--- src/rtl/id_ctrl_if.sv ---
// id_ctrl_if: ID-stage to EX-stage control handshake bundle.
//   slave  : decode controller side (consumes the ID instruction, drives the ID/EX control)
//   master : surrounding pipeline side (fetch/IF-ID register and execute stage)
// Signals:
//   id_valid, id_instr  - ID-stage instruction and its qualifier
//   id_ready            - ID instruction is consumed this cycle (combinational)
//   ex_ready, flush     - EX back-pressure and redirect kill
//   ex_*                - registered ID/EX control bundle
//   div_busy            - mul/div issue interlock active
interface id_ctrl_if #(
    parameter int unsigned REG_AW = 5
);
    logic              id_valid;
    logic [31:0]       id_instr;
    logic              id_ready;
    logic              ex_ready;
    logic              flush;
    logic              ex_valid;
    logic              ex_branch;
    logic              ex_jump;
    logic              ex_mem_read;
    logic              ex_mem_to_reg;
    logic              ex_alu_src;
    logic              ex_reg_write;
    logic              ex_illegal;
    logic              ex_muldiv;
    logic [1:0]        ex_mem_write;
    logic [REG_AW-1:0] ex_rd;
    logic              div_busy;

    modport master (
        output id_valid, id_instr, ex_ready, flush,
        input  id_ready, ex_valid, ex_branch, ex_jump, ex_mem_read, ex_mem_to_reg,
               ex_alu_src, ex_reg_write, ex_illegal, ex_muldiv, ex_mem_write, ex_rd,
               div_busy
    );

    modport slave (
        input  id_valid, id_instr, ex_ready, flush,
        output id_ready, ex_valid, ex_branch, ex_jump, ex_mem_read, ex_mem_to_reg,
               ex_alu_src, ex_reg_write, ex_illegal, ex_muldiv, ex_mem_write, ex_rd,
               div_busy
    );
endinterface

--- src/rtl/id_ctrl_pipe.sv ---
// id_ctrl_pipe: RV32 ID-stage decode controller registered into the ID/EX boundary.
// Decodes the control bundle, detects load-use hazards over a LOAD_LAT-cycle window,
// kills ID and ID/EX on flush, and (optionally) interlocks issue behind a multi-cycle divide.
// Ports:
//   clk      - rising-edge clock
//   rst      - asynchronous active-high reset
//   bus      - id_ctrl_if.slave (ID instruction in, id_ready out, ID/EX control out)
// Parameters: REG_AW (5 = RV32I, 4 = RV32E), LOAD_LAT (1..3), DIV_CYCLES (2..64).
// Build option: define CTRL_MULDIV_EN to decode M-extension ops and enable the divide interlock;
// without it funct7=0000001 OP instructions decode as illegal and div_busy is tied low.
module id_ctrl_pipe #(
    parameter int unsigned REG_AW     = 5,
    parameter int unsigned LOAD_LAT   = 1,
    parameter int unsigned DIV_CYCLES = 32
) (
    input  logic      clk,
    input  logic      rst,
    id_ctrl_if.slave  bus
);

    localparam int unsigned LDW = 2;

    localparam logic [6:0] OPC_LUI    = 7'b0110111;
    localparam logic [6:0] OPC_AUIPC  = 7'b0010111;
    localparam logic [6:0] OPC_JAL    = 7'b1101111;
    localparam logic [6:0] OPC_JALR   = 7'b1100111;
    localparam logic [6:0] OPC_BRANCH = 7'b1100011;
    localparam logic [6:0] OPC_LOAD   = 7'b0000011;
    localparam logic [6:0] OPC_STORE  = 7'b0100011;
    localparam logic [6:0] OPC_OP_IMM = 7'b0010011;
    localparam logic [6:0] OPC_OP     = 7'b0110011;

    // Parameter range guard, evaluated at elaboration.
    if (LOAD_LAT < 1 || LOAD_LAT > 3 || DIV_CYCLES < 2 || DIV_CYCLES > 64) begin : g_bad_param
        $error("id_ctrl_pipe: LOAD_LAT or DIV_CYCLES out of range");
    end

    typedef struct packed {
        logic              branch;
        logic              jump;
        logic              mem_read;
        logic              mem_to_reg;
        logic              alu_src;
        logic              reg_write;
        logic              illegal;
        logic              muldiv;
        logic [1:0]        mem_write;
        logic [REG_AW-1:0] rd;
    } ctrl_t;

    logic [6:0]        opcode;
    logic [2:0]        funct3;
    logic [6:0]        funct7;
    logic [REG_AW-1:0] rd_f;
    logic [REG_AW-1:0] rs1_f;
    logic [REG_AW-1:0] rs2_f;

    ctrl_t             dec;
    logic              use_rs1;
    logic              use_rs2;
    logic              is_load;
    logic              is_div;

    ctrl_t             ex_q;
    logic              ex_valid_q;
    logic [LDW-1:0]    ld_cnt;
    logic [REG_AW-1:0] ld_rd;
    logic              div_busy_q;
    logic              hazard_c;
    logic              id_ready_c;

    assign opcode = bus.id_instr[6:0];
    assign funct3 = bus.id_instr[14:12];
    assign funct7 = bus.id_instr[31:25];
    assign rd_f   = bus.id_instr[7 +: REG_AW];
    assign rs1_f  = bus.id_instr[15 +: REG_AW];
    assign rs2_f  = bus.id_instr[20 +: REG_AW];

    // Instruction decode into the control bundle plus source-register usage.
    always_comb begin
        dec     = '0;
        use_rs1 = 1'b1;
        use_rs2 = 1'b0;
        is_load = 1'b0;
        is_div  = 1'b0;
        case (opcode)
            OPC_LUI, OPC_AUIPC: begin
                dec.alu_src   = 1'b1;
                dec.reg_write = 1'b1;
                use_rs1       = 1'b0;
            end
            OPC_JAL: begin
                dec.jump      = 1'b1;
                dec.alu_src   = 1'b1;
                dec.reg_write = 1'b1;
                use_rs1       = 1'b0;
            end
            OPC_JALR: begin
                dec.jump      = 1'b1;
                dec.alu_src   = 1'b1;
                dec.reg_write = 1'b1;
            end
            OPC_BRANCH: begin
                dec.branch = 1'b1;
                use_rs2    = 1'b1;
            end
            OPC_LOAD: begin
                dec.mem_read   = 1'b1;
                dec.mem_to_reg = 1'b1;
                dec.alu_src    = 1'b1;
                dec.reg_write  = 1'b1;
                is_load        = 1'b1;
            end
            OPC_STORE: begin
                dec.alu_src = 1'b1;
                use_rs2     = 1'b1;
                case (funct3)
                    3'b000:  dec.mem_write = 2'b01;
                    3'b001:  dec.mem_write = 2'b10;
                    3'b010:  dec.mem_write = 2'b11;
                    default: dec.illegal   = 1'b1;
                endcase
            end
            OPC_OP_IMM: begin
                dec.alu_src   = 1'b1;
                dec.reg_write = 1'b1;
            end
            OPC_OP: begin
                use_rs2 = 1'b1;
                if (funct7 == 7'b0000001) begin
`ifdef CTRL_MULDIV_EN
                    dec.reg_write = 1'b1;
                    dec.muldiv    = 1'b1;
                    is_div        = funct3[2];
`else
                    dec.illegal   = 1'b1;
`endif
                end else begin
                    dec.reg_write = 1'b1;
                end
            end
            default: dec.illegal = 1'b1;
        endcase
        // x0 is never written; rd is only meaningful for writing instructions.
        if (rd_f == '0) begin
            dec.reg_write = 1'b0;
        end
        dec.rd = dec.reg_write ? rd_f : '0;
    end

    // Load-use hazard against the tracked in-flight load destination.
    always_comb begin
        hazard_c = 1'b0;
        if (ld_cnt != '0) begin
            hazard_c = (use_rs1 && (rs1_f == ld_rd)) || (use_rs2 && (rs2_f == ld_rd));
        end
    end

    assign id_ready_c  = bus.ex_ready && !hazard_c && !div_busy_q && !bus.flush;
    assign bus.id_ready = id_ready_c;

    // ID/EX register: flush > hold > bubble > advance.
    always_ff @(posedge clk or posedge rst) begin
        if (rst) begin
            ex_q       <= '0;
            ex_valid_q <= 1'b0;
        end else if (bus.flush) begin
            ex_q       <= '0;
            ex_valid_q <= 1'b0;
        end else if (bus.ex_ready) begin
            if (hazard_c || div_busy_q) begin
                ex_q       <= '0;
                ex_valid_q <= 1'b0;
            end else begin
                ex_q       <= bus.id_valid ? dec : '0;
                ex_valid_q <= bus.id_valid;
            end
        end
    end

    // Load tracking: arm on a real load advancing with rd != 0, count down while EX moves.
    always_ff @(posedge clk or posedge rst) begin
        if (rst) begin
            ld_cnt <= '0;
            ld_rd  <= '0;
        end else if (bus.flush) begin
            ld_cnt <= '0;
        end else if (bus.ex_ready) begin
            if (id_ready_c && bus.id_valid && is_load && (rd_f != '0)) begin
                ld_cnt <= LDW'(LOAD_LAT);
                ld_rd  <= rd_f;
            end else if (ld_cnt != '0) begin
                ld_cnt <= ld_cnt - LDW'(1);
            end
        end
    end

`ifdef CTRL_MULDIV_EN
    localparam int unsigned DIVW = $clog2(DIV_CYCLES);

    logic [DIVW-1:0] div_cnt;
    logic [DIVW-1:0] div_cnt_d;

    // Divide occupancy counter; the busy flag is registered alongside it.
    always_comb begin
        div_cnt_d = div_cnt;
        if (bus.flush) begin
            div_cnt_d = '0;
        end else if (bus.ex_ready) begin
            if (id_ready_c && bus.id_valid && is_div) begin
                div_cnt_d = DIVW'(DIV_CYCLES - 1);
            end else if (div_cnt != '0) begin
                div_cnt_d = div_cnt - DIVW'(1);
            end
        end
    end

    always_ff @(posedge clk or posedge rst) begin
        if (rst) begin
            div_cnt    <= '0;
            div_busy_q <= 1'b0;
        end else begin
            div_cnt    <= div_cnt_d;
            div_busy_q <= (div_cnt_d != '0);
        end
    end
`else
    assign div_busy_q = 1'b0;
`endif

    assign bus.ex_valid      = ex_valid_q;
    assign bus.ex_branch     = ex_q.branch;
    assign bus.ex_jump       = ex_q.jump;
    assign bus.ex_mem_read   = ex_q.mem_read;
    assign bus.ex_mem_to_reg = ex_q.mem_to_reg;
    assign bus.ex_alu_src    = ex_q.alu_src;
    assign bus.ex_reg_write  = ex_q.reg_write;
    assign bus.ex_illegal    = ex_q.illegal;
    assign bus.ex_muldiv     = ex_q.muldiv;
    assign bus.ex_mem_write  = ex_q.mem_write;
    assign bus.ex_rd         = ex_q.rd;
    assign bus.div_busy      = div_busy_q;

endmodule

--- src/flat_wrapper.sv ---
// flat-port wrapper written by rule: the top's interface ports become plain ports
module id_ctrl_pipe_flat 
#(
    parameter int unsigned REG_AW     = 5,
    parameter int unsigned LOAD_LAT   = 1,
    parameter int unsigned DIV_CYCLES = 32
)
  (clk, rst, bus_id_valid, bus_id_instr, bus_ex_ready, bus_flush, bus_id_ready, bus_ex_valid, bus_ex_branch, bus_ex_jump, bus_ex_mem_read, bus_ex_mem_to_reg, bus_ex_alu_src, bus_ex_reg_write, bus_ex_illegal, bus_ex_muldiv, bus_ex_mem_write, bus_ex_rd, bus_div_busy);
  id_ctrl_if #(.REG_AW(REG_AW)) bus_i ();
  input  logic clk;
  input  logic rst;
  input wire logic [$bits(bus_i.id_valid)-1:0] bus_id_valid;
  input wire logic [$bits(bus_i.id_instr)-1:0] bus_id_instr;
  input wire logic [$bits(bus_i.ex_ready)-1:0] bus_ex_ready;
  input wire logic [$bits(bus_i.flush)-1:0] bus_flush;
  output wire logic [$bits(bus_i.id_ready)-1:0] bus_id_ready;
  output wire logic [$bits(bus_i.ex_valid)-1:0] bus_ex_valid;
  output wire logic [$bits(bus_i.ex_branch)-1:0] bus_ex_branch;
  output wire logic [$bits(bus_i.ex_jump)-1:0] bus_ex_jump;
  output wire logic [$bits(bus_i.ex_mem_read)-1:0] bus_ex_mem_read;
  output wire logic [$bits(bus_i.ex_mem_to_reg)-1:0] bus_ex_mem_to_reg;
  output wire logic [$bits(bus_i.ex_alu_src)-1:0] bus_ex_alu_src;
  output wire logic [$bits(bus_i.ex_reg_write)-1:0] bus_ex_reg_write;
  output wire logic [$bits(bus_i.ex_illegal)-1:0] bus_ex_illegal;
  output wire logic [$bits(bus_i.ex_muldiv)-1:0] bus_ex_muldiv;
  output wire logic [$bits(bus_i.ex_mem_write)-1:0] bus_ex_mem_write;
  output wire logic [$bits(bus_i.ex_rd)-1:0] bus_ex_rd;
  output wire logic [$bits(bus_i.div_busy)-1:0] bus_div_busy;
  assign bus_i.id_valid = bus_id_valid;
  assign bus_i.id_instr = bus_id_instr;
  assign bus_i.ex_ready = bus_ex_ready;
  assign bus_i.flush = bus_flush;
  assign bus_id_ready = bus_i.id_ready;
  assign bus_ex_valid = bus_i.ex_valid;
  assign bus_ex_branch = bus_i.ex_branch;
  assign bus_ex_jump = bus_i.ex_jump;
  assign bus_ex_mem_read = bus_i.ex_mem_read;
  assign bus_ex_mem_to_reg = bus_i.ex_mem_to_reg;
  assign bus_ex_alu_src = bus_i.ex_alu_src;
  assign bus_ex_reg_write = bus_i.ex_reg_write;
  assign bus_ex_illegal = bus_i.ex_illegal;
  assign bus_ex_muldiv = bus_i.ex_muldiv;
  assign bus_ex_mem_write = bus_i.ex_mem_write;
  assign bus_ex_rd = bus_i.ex_rd;
  assign bus_div_busy = bus_i.div_busy;
  id_ctrl_pipe #(.REG_AW(REG_AW), .LOAD_LAT(LOAD_LAT), .DIV_CYCLES(DIV_CYCLES)) u_core (.clk(clk), .rst(rst), .bus(bus_i));
endmodule
--- config.mk ---
export PLATFORM = sky130hd
export DESIGN_NAME = id_ctrl_pipe_flat
export DESIGN_NICKNAME = d
export VERILOG_FILES = /design/src/rtl/id_ctrl_if.sv /design/src/rtl/id_ctrl_pipe.sv /design/src/flat_wrapper.sv
export SDC_FILE = /design/constraint.sdc
export NUM_CORES = 1
export LEC_CHECK = 0
export ABC_AREA = 1
export CAP_MARGIN = 20
export CORE_MARGIN = 2
export CORE_UTILIZATION = 35
export DETAILED_ROUTE_END_ITERATION = 10
export PLACE_DENSITY = 0.65
export SYNTH_ARGS = -nofsm -noshare
export SYNTH_HDL_FRONTEND = slang
export SYNTH_SLANG_ARGS = --single-unit
export TNS_END_PERCENT = 50
--- constraint.sdc ---
create_clock -name clk -period 1.5 [get_ports clk]
set_input_delay 0.225 -clock clk [delete_from_list [all_inputs] [get_ports clk]]
set_output_delay 0.225 -clock clk [all_outputs]
set_load 0.02 [all_outputs]
==> results_dict.tcl, run 1 <==
set metrics [dict create \
    status "complete, but fails checks" \
    violations "setup timing" \
    final_hold_viol_count 0 \
    residual_drc_count 0 \
    power.clock.fraction_pct 25.6 \
    grt_antenna_before_repair 0 \
    grtUsageTotal_pct 17.46 \
    max_cap_viol_count 0 \
    final_cell_count_no_fill 329 \
    reg2regPathDepth 14 \
    cp-start-kind "register" \
    synth_warnings 0 \
    layout.cells.most_common_list "nand2_1, clkdlybuf4s50_1, buf_4, inv_1, dfrtp_1" \
    clkTransAtPathRegs_ps 80 \
    grt_max_degree 22 \
    hold-worst-slack_ps 284.9 \
    cts_htree_levels 1 \
    synth_sequential_area_ratio_pct 38.82 \
    utilization_pct 64.31 \
    post_drt_wl_per_cell_um 10.68 \
    initial_utilization_pct 36.70 \
    portBuffers 52 \
    finalNetCount 320 \
    synth-async-reset-ratio_pct 100.0 \
    drt_pass1_iterations 4 \
    fp-row-count 22 \
    worst_path_max_delay_cell "dfrtp_1" \
    cp.arrival_ps 1470 \
    timing.critical_path.mode_cell "nand2_1" \
    r2r_setup_slack_ps -140 \
    crit_path_cell_trace "inv_1 -> nand2_1 -> nand2_1 -> nor2_1 -> nand2_1 -> nor2_1 -> nand2_1 -> nand2_1 -> nand2_2 -> nand2_1 -> nor2_1 -> buf_4" \
    detailed_place_hpwl_mm 2.605 \
    post_route_cells_drive_above_1_share_pct 27.76 \
    numClockSinks 21 \
    path_class "reg2out" \
    worst-path-max-fanout 4 \
    tritoncts "built" \
    vias 1443 \
    placed_cells_incl_taps 315 \
    post_synth_design_cell_area_mm2 0.001354 \
    final_common_cell "nand2_1" \
    finalCritPeriodShare_pct 112.8 \
    power.net_switching_w 0.0004226 \
    synth_cells 192 \
    detail_route.wirelength.met1_mm 1.526 \
    p_int_w 0.001032 \
    die_h_um 66.20 \
    maxClockFrequency_mhz 591.2 \
    synth-edff-count 0 \
    avg_cell_area_syn_um2 7.051 \
    floorplan.core_area_mm2 0.003689 \
    vdd_ir_drop_max_mv 0.2902 \
    clk_root_buffer_cell "clkbuf_8" \
    dp_worst_slack_ps -753.7 \
    floorplan.io_pins 55 \
    post-layout-total-power_w 0.001455 \
    power_frac_comb_pct 31.9 \
    crit-reg2reg-capture "u_core.ld_rd[2]$_DFFE_PP0P_" \
    drtIter0Drc 33 \
    cts_hold_buf 0 \
    grt-ovfl-total 0 \
    grt_pass1_wl_mm 5.865 \
    number_of_global_route_vias_before_repair 1352 \
    switching_share_pct 29.06 \
    number_of_library_cell_types_mapped_by_synthesis 27 \
    vias_per_cell 4.386 \
    clock_path_buffers 2 \
    final-setup-viol-count 22 \
    worstSetupEndpointType "primary output" \
    die_x_um 66.20 \
    cts_inserted_buffers 3 \
    drt.antenna.violating_nets 0 \
    met3RoutedLength_um 205 \
    routed_wirelength_mm 3.514 \
    cp_slowest_stage_delay_ps 400 \
    syn_to_final_growth_pct 75.23 \
    min_path_type "in2async" \
    origin_of_the_critical_flop_to_flop_path "u_core.ld_rd[4]$_DFFE_PP0P_" \
    clock-skew-final_ps 2.729 \
    detailroute.wirelength.met2_mm 1.703 \
    synth.ff_latch_count 21 \
    power.density_mw_per_mm2 613.1 \
    rsz0062_at_grt "true" \
    number_of_max_slew_violations_in_the_final_report 0 \
    diodes 0 \
    fin_ws_ps -191.5 \
    cellLeakagePower_nw 1.280 \
    worst-endpoint-required_ps 1270 \
    routabilityCongestion 0.8740 \
    finalCriticalPeriod_ps 1691 \
    die-area_mm2 0.004382 \
    highest_layer "met4" \
    synthFlopType "dfrtp_1" \
    clock_latency_ps 260 \
    seq_power_share_pct 42.4 \
]
[per-layer routing]
metal	track usage (%)	vias to the layer above
li1	-	769
met1	21.24	627
met5	0	-
met3	2.896	6
met4	8.418	0
met2	29.75	41
[registers in the layout, summed over array words and instances, names as in the netlist, 2 cells and up]
name                     count
u_core.ld_rd                 5
u_core.bus.ex_rd             5
u_core.bus.ex_mem_write      2
u_core.ld_cnt                2
[synth_stat cells, types with 2 or more instances]
cell	count	area share, %
a21oi_1	3	1.1
nand2_2	2	0.92
nand4_2	2	1.8
inv_2	2	0.55
nor2_1	14	3.9
nor3_1	5	1.8
a22o_1	2	1.3
inv_1	34	9.4
xnor2_1	2	1.3
buf_4	3	1.7
nand2_1	59	16
nor2_2	2	0.92
o21ai_1	7	2.6
nand3_1	12	4.4
o21ai_2	8	5.2
o21ai_0	4	1.5
dfrtp_1	21	39
[area by class of cell]
| cell class | instances | area (um^2) |
|---|---|---|
| repair buffers | 89 | 852.1 |
| flip-flops and latches | 21 | 525.5 |
| fillers | 337 | 1316 |
| inverters | 36 | 137.6 |
| well taps | 48 | 60.06 |
| multi-input cells | 131 | 752.0 |
| clock buffers | 4 | 45.04 |
[worst max-delay path, delay by kind of cell (launching register included)]
family,cells,cell delay [ps]
buffers and inverters,2,200
flip-flops,1,400
AND/OR/NAND/NOR,10,580
[timing repair]
item	in CTS	in global routing
pin swaps	17	10
setup buffers	7	2
hold endpoints to repair	0	0
gates resized for setup	32	16
gates cloned	1	0
setup endpoints to repair	22	28
[power by group through the flow]
stage | clock network (W) | logic, W | registers [W]
floorplan | 0 | 0.000184 | 0.000630
global placement | 0 | 0.000413 | 0.000625
detailed placement | 0 | 0.000417 | 0.000627
CTS | 0.000377 | 0.000434 | 0.000616
global route | 0.000414 | 0.000522 | 0.000621
finish | 0.000373 | 0.000465 | 0.000617
[worst max-delay path by stage]
stage                                startpoint      endpoint  slack [ps]
CTS                 u_core.ld_rd[2]$_DFFE_PP0P_  bus_id_ready        -230
finish              u_core.ld_rd[4]$_DFFE_PP0P_  bus_id_ready        -190
global placement                bus_id_instr[2]  bus_id_ready        -740
floorplan           u_core.ld_rd[4]$_DFFE_PP0P_  bus_id_ready         140
detailed placement              bus_id_instr[4]  bus_id_ready        -750
global route        u_core.ld_rd[4]$_DFFE_PP0P_  bus_id_ready        -370
[through the flow]
step	setup TNS (ps)	area, um^2
after floorplan	0	1358
after global placement	-10320	2116
after detailed placement	-10680	2116
after CTS	-2430	2291
after global routing	-5752	2372
final	-1871	2372
[kinds of logic after synthesis]
| logic type | count (synthesis) | share of synthesized area [%] |
|---|---|---|
| AOI/OAI and AO/OA | 24 | 11.65 |
| adders and majority gates | 1 | 0.9241 |
| DFF | 21 | 38.82 |
| xor gates and xnor gates | 2 | 1.294 |
| and+or+nand+nor | 102 | 34.29 |
| other | 1 | 0.2770 |
| buffers and inverters | 41 | 12.75 |
Power figures use the tool's default switching activity.
==> run 2, diff against run 1 <==
--- a/config.mk
+++ b/config.mk
@@ -5,12 +5,11 @@
 export SDC_FILE = /design/constraint.sdc
 export NUM_CORES = 1
 export LEC_CHECK = 0
-export ABC_AREA = 1
 export CAP_MARGIN = 20
-export CORE_MARGIN = 2
 export CORE_UTILIZATION = 35
+export CTS_CLUSTER_DIAMETER = 200
 export DETAILED_ROUTE_END_ITERATION = 10
-export PLACE_DENSITY = 0.65
+export PLACE_DENSITY = 0.67
 export SYNTH_ARGS = -nofsm -noshare
 export SYNTH_HDL_FRONTEND = slang
 export SYNTH_SLANG_ARGS = --single-unit
==> results_dict.tcl, run 2 <==
set metrics [dict create \
    drtIter0Drc 37 \
    path_class "reg2out" \
    fp-row-count 20 \
    min_path_type "in2async" \
    cellLeakagePower_nw 1.006 \
    cp.arrival_ps 1690 \
    violations "setup timing" \
    power.density_mw_per_mm2 695.4 \
    r2r_setup_slack_ps -350 \
    post_synth_design_cell_area_mm2 0.001207 \
    grt_max_degree 22 \
    number_of_global_route_vias_before_repair 1252 \
    residual_drc_count 0 \
    finalCritPeriodShare_pct 128.0 \
    die_x_um 60.74 \
    tritoncts "built" \
    clk_root_buffer_cell "clkbuf_4" \
    worst-endpoint-required_ps 1270 \
    floorplan.io_pins 55 \
    floorplan.core_area_mm2 0.003153 \
    finalNetCount 233 \
    grt-ovfl-total 0 \
    synth_most_common_cell "dfrtp_1" \
    origin_of_the_critical_flop_to_flop_path "u_core.ld_rd[1]$_DFFE_PP0P_" \
    diodes 0 \
    setup_tns_ps -6128 \
    cp-start-kind "register" \
    synth_sequential_area_ratio_pct 43.52 \
    synth_xor_xnor_area_share_pct 7.979 \
    final_hold_viol_count 0 \
    numClockSinks 21 \
    drt.antenna.violating_nets 0 \
    crit_path_cell_trace "xnor2_1 -> nand4_1 -> a211o_1 -> and4b_1 -> buf_6" \
    post_route_cells_drive_above_1_share_pct 31.44 \
    die_h_um 60.74 \
    synth-async-reset-ratio_pct 100.0 \
    synth_compound_gate_area_share_pct 17.93 \
    yosys.area_share.simple_pct 18.34 \
    worstMarginPinSlew_ps 659.1 \
    yosysTopAreaCell "dfrtp_1" \
    clock_path_buffers 2 \
    cp_slowest_stage_delay_ps 430 \
    grtUsageTotal_pct 20.17 \
    portBuffers 52 \
    finalCriticalPeriod_ps 1919 \
    number_of_library_cell_types_mapped_by_synthesis 41 \
    crit-reg2reg-capture "u_core.bus.ex_rd[1]$_DFFE_PP0P_" \
    drt_pass1_iterations 4 \
    cts_htree_levels 1 \
    vias_per_cell 5.151 \
    synth_warnings 0 \
    max_cap_viol_count 0 \
    reg2regPathDepth 6 \
    clock_latency_ps 310 \
    combinational_family_with_the_most_area_after_synthesis "simple AND/OR/NAND/NOR gates" \
    layout.cells.most_common_list "buf_4, clkdlybuf4s50_1, dlygate4sd2_1, dfrtp_1" \
    clkTransAtPathRegs_ps 120 \
    detailed_place_hpwl_mm 2.635 \
    grt_pass1_wl_mm 5.299 \
    synth_top_area_share_pct 43.52 \
    final_area_mm2 0.002076 \
    worst_path_max_delay_cell "dfrtp_1" \
    final_common_cell "buf_4" \
    vdd_ir_drop_max_mv 0.4316 \
    fin_ws_ps -419.3 \
    timing.critical_path.from "u_core.ld_rd[1]$_DFFE_PP0P_" \
    cts_inserted_buffers 3 \
    detailed_place.area_mm2 0.001947 \
    status "complete, but fails checks" \
    worst-path-max-fanout 3 \
    synth_area_leaders "dfrtp_1, a32o_1, a22o_1" \
    avg_cell_area_syn_um2 11.18 \
    synthAdderAreaFrac_pct 1.036 \
    final-setup-viol-count 22 \
    slew_headroom_pct 56.01 \
    synth-edff-count 0 \
    grt_antenna_before_repair 0 \
    maxClockFrequency_mhz 521.0 \
    utilization_pct 65.83 \
    clock-skew-final_ps 10.02 \
    syn_to_final_growth_pct 71.92 \
    initial_utilization_pct 38.29 \
    yosys-top-cells-count "dfrtp_1, a22o_1, a32o_1, xnor2_1, nor2_1" \
    post_drt_wl_per_cell_um 14.39 \
    rsz0062_at_grt "true" \
    worstSetupEndpointType "primary output" \
    post-layout-total-power_w 0.001444 \
    routed_wirelength_mm 3.425 \
    die-area_mm2 0.003689 \
    synth.ff_latch_count 21 \
    cts_hold_buf 0 \
    synthMuxAreaShare_pct 4.663 \
    synth_cells 108 \
    num-fill-cells 281 \
    synthFlopType "dfrtp_1" \
    vias 1226 \
    number_of_max_slew_violations_in_the_final_report 0 \
    routabilityCongestion 0.8035 \
]
-- run 2: changes by cell type in the layout (fill, tap and decap cells not counted), moves of 10 or more --
cell           before  now
inv_1              31    1
dlygate4sd2_1       9   21
nand3_1            10    0
o21ai_2            13    1
nand2_1            56    2
-- run 2: how the worst max path moves through the flow --
stage | to | slack [ps] | cells after the start
finish | bus_id_ready | -420 | 5
detailed placement | bus_id_ready | -860 | 6
CTS | bus_id_ready | -420 | 7
floorplan | u_core.bus.ex_rd[0]$_DFFE_PP0P_ | -180 | 9
global route | bus_id_ready | -510 | 5
global placement | bus_id_ready | -810 | 6
-- run 2: power breakdown --
part / switching, W / leakage, nW / internal [W]
clock network: 0.000177 / 0.0150 / 0.000104
registers: 0.0000177 / 0.291 / 0.000592
logic: 0.000228 / 0.700 / 0.000325
total: 0.000423 / 1.01 / 0.00102
-- run 2: repair_timing --
item / in CTS / in global routing
buffers inserted: 7 / 0
pin swaps: 11 / 2
resized for setup: 42 / 1
endpoints found under the setup margin: 37 / 22
-- run 2: cell type report --
type / count / area, um^2 / share of cell area [%]
clock buffer: 4 / 26.28 / 1.266
timing repair buffer: 88 / 773.2 / 37.25
inverter: 4 / 15.01 / 0.7233
multi-input combinational: 77 / 680.7 / 32.79
sequential: 21 / 525.5 / 25.32
tap: 44 / 55.05 / 2.652
-- run 2: stage by stage --
stage / instances / hold WS [ps] / worst slack [ps]
after global placement: 227 / 465.6 / -806.7
after floorplan: 109 / 201.5 / -175.9
final: 238 / 232.6 / -419.3
after detailed placement: 227 / 473.1 / -857.0
after global routing: 238 / 238.8 / -505.6
after CTS: 238 / 230.4 / -416.3
-- run 2: logic make-up after synthesis --
| family | count (synthesis) |
|---|---|
| simple gates | 31 |
| compound gates | 27 |
| flops | 21 |
| xor+xnor | 11 |
| buf+inv | 11 |
| mux | 5 |
| fa+ha+maj | 1 |
| other cells | 1 |
-- run 2: critical path, delay by kind of cell (launching register included) --
| kind | cells | cell delay (ps) |
|---|---|---|
| buf+inv | 1 | 130 |
| xor+xnor | 1 | 160 |
| simple gates | 2 | 340 |
| compound gates | 1 | 320 |
| flops | 1 | 430 |
-- run 2: layer usage --
layer / vias to the layer above / routed length, um / global-route usage [%] / part of all wire, %
met2: 27 / 1857 / 37.83 / 54
met5: - / 0 / 0 / 0
met3: 2 / 157 / 4.051 / 4.6
li1: 586 / - / - / -
met4: 0 / 25 / 9.091 / 0.73
met1: 611 / 1385 / 21.69 / 40
==> run 3, diff against run 2 <==
--- a/config.mk
+++ b/config.mk
@@ -6,6 +6,7 @@
 export NUM_CORES = 1
 export LEC_CHECK = 0
 export CAP_MARGIN = 20
+export CORE_MARGIN = 2
 export CORE_UTILIZATION = 35
 export CTS_CLUSTER_DIAMETER = 200
 export DETAILED_ROUTE_END_ITERATION = 10
==> results_dict.tcl, run 3 (synthesized netlist as in run 2, its figures left out) <==
set metrics [dict create \
    cts_inserted_buffers 3 \
    number_of_global_route_vias_before_repair 1296 \
    grt-ovfl-total 0 \
    grtUsageTotal_pct 18.79 \
    routabilityCongestion 0.7646 \
    numClockSinks 21 \
    grt_pass1_wl_mm 5.934 \
    die-area_mm2 0.003936 \
    portBuffers 52 \
    final-setup-viol-count 22 \
    clock_latency_ps 310 \
    routed_wirelength_mm 3.535 \
    hold-worst-slack_ps 225.9 \
    vias 1213 \
    cp.arrival_ps 1690 \
    multi_input_area_um2 690.7 \
    floorplan.core_area_mm2 0.003337 \
    drt.antenna.violating_nets 0 \
    grt_antenna_before_repair 0 \
    final_common_cell "clkdlybuf4s50_1" \
    post_route_cells_drive_above_1_share_pct 31.09 \
    crit_path_cell_trace "xnor2_1 -> nand4_1 -> a211o_1 -> and4b_1 -> buf_6" \
    drtIter0Drc 27 \
    drt_pass1_iterations 4 \
    r2r_setup_slack_ps -300 \
    final_cell_count_no_fill 239 \
    detailed_place_hpwl_mm 2.643 \
    cp-start-kind "register" \
    clock_path_buffers 2 \
    worstSetupEndpointType "primary output" \
    vdd_ir_drop_max_mv 0.3897 \
    clock-skew-final_ps 6.702 \
    die_h_um 62.74 \
    floorplan.io_pins 55 \
    syn_to_final_growth_pct 74.30 \
    num-fill-cells 293 \
    cellLeakagePower_nw 1.046 \
    post_drt_wl_per_cell_um 14.79 \
    cts_htree_levels 1 \
    layout.cells.most_common_list "clkdlybuf4s50_1, buf_4, dfrtp_1, dlygate4sd2_1" \
    number_of_max_slew_violations_in_the_final_report 0 \
    residual_drc_count 0 \
    power.density_mw_per_mm2 697.3 \
    tritoncts "built" \
    cts_hold_buf 0 \
    vias_per_cell 5.075 \
    rsz0062_at_grt "true" \
    path_class "reg2out" \
    min_path_type "in2async" \
    clkTransAtPathRegs_ps 130 \
    final_hold_viol_count 0 \
    clk_root_buffer_cell "clkbuf_4" \
    placed_cells_incl_taps 228 \
    grt_max_degree 22 \
    worst_path_max_delay_cell "dfrtp_1" \
    worst-path-max-fanout 3 \
    fin_ws_ps -417.0 \
    finalCritPeriodShare_pct 127.8 \
    status "complete, but fails checks" \
    finalNetCount 232 \
    worst-endpoint-required_ps 1270 \
    register_area_um2 526.8 \
    initial_utilization_pct 36.18 \
    finalCriticalPeriod_ps 1917 \
    diodes 0 \
    violations "setup timing" \
    cp_slowest_stage_delay_ps 440 \
    die_x_um 62.74 \
    fp-row-count 21 \
    maxClockFrequency_mhz 521.6 \
    max_cap_viol_count 0 \
]
[run 3: changes by cell type in the layout (fill, tap and decap cells not counted), moves of 2 or more]
cell             delta
inv_1               +2
dlymetal6s2s_1      +3
clkdlybuf4s50_1     +3
mux2_2              -2
mux2_4              +2
inv_2               -2
dlygate4sd2_1       -6
buf_4               -3
buf_6               +2
[run 3: final cells by class]
type                       count  area share, %
sequential                    21          25.03
clock buffer                   4          1.249
tap                           46          2.735
inverter                       4         0.7134
timing repair buffer          87          37.46
multi-input combinational     77          32.82
[run 3: final timing paths]
check,start,endpoint,depth (start not counted)
max in group asynchronous,rst,u_core.ld_rd[4]$_DFFE_PP0P_,3
setup reg to reg,u_core.ld_rd[1]$_DFFE_PP0P_,u_core.bus.ex_rd[1]$_DFFE_PP0P_,7
setup / recovery,u_core.ld_rd[1]$_DFFE_PP0P_,bus_id_ready,5
hold / removal,rst,u_core.bus.ex_reg_write$_DFFE_PP0P_,3
hold reg to reg,u_core.bus.ex_valid$_DFFE_PP0P_,u_core.bus.ex_valid$_DFFE_PP0P_,1
min in group clk,u_core.bus.ex_valid$_DFFE_PP0P_,u_core.bus.ex_valid$_DFFE_PP0P_,1
[run 3: power breakdown]
group	leakage (nW)	switching, W	internal, W
clock	0.0150	0.000187	0.000104
sequential	0.289	0.0000158	0.000592
combinational	0.742	0.000228	0.000341
total	1.05	0.000431	0.00104
[run 3: metal layers]
layer | track usage [%] | up-vias | part of all wire [%]
met5 | 0 | - | 0
met4 | 5.278 | 0 | 1.1
met3 | 3.063 | 4 | 4.4
met2 | 33.60 | 37 | 52
met1 | 23.31 | 591 | 43
li1 | - | 581 | -
[run 3: timing repair]
| item | in CTS | in global routing |
|---|---|---|
| hold endpoints to repair | 0 | 0 |
| pin swaps | 12 | 11 |
| setup endpoints to repair | 34 | 25 |
| cloned | 1 | 0 |
| buffers inserted | 3 | 2 |
| resized for setup | 37 | 7 |
[run 3: stage by stage]
stage                     cell area (um^2)  utilization [%]   power, W  worst slack, ps  TNS [ps]
after global routing                  2105            63.07   0.001542           -512.2     -7441
after CTS                             2058            61.68   0.001434           -418.6     -6185
after floorplan                       1214                -  0.0008183           -175.9     -2306
after detailed placement              1942            58.19   0.001092           -879.7    -14230
final                                 2105            63.07   0.001467           -417.0     -5606
after global placement                1942            58.19   0.001070           -804.2    -13340
[run 3: critical path, delay by kind of cell, from the launching register on]
family	cells	cell delay (ps)
flip-flops	1	440
AND/OR/NAND/NOR	2	340
AO/OA/AOI/OAI	1	310
XOR/XNOR	1	160
buffers and inverters	1	130
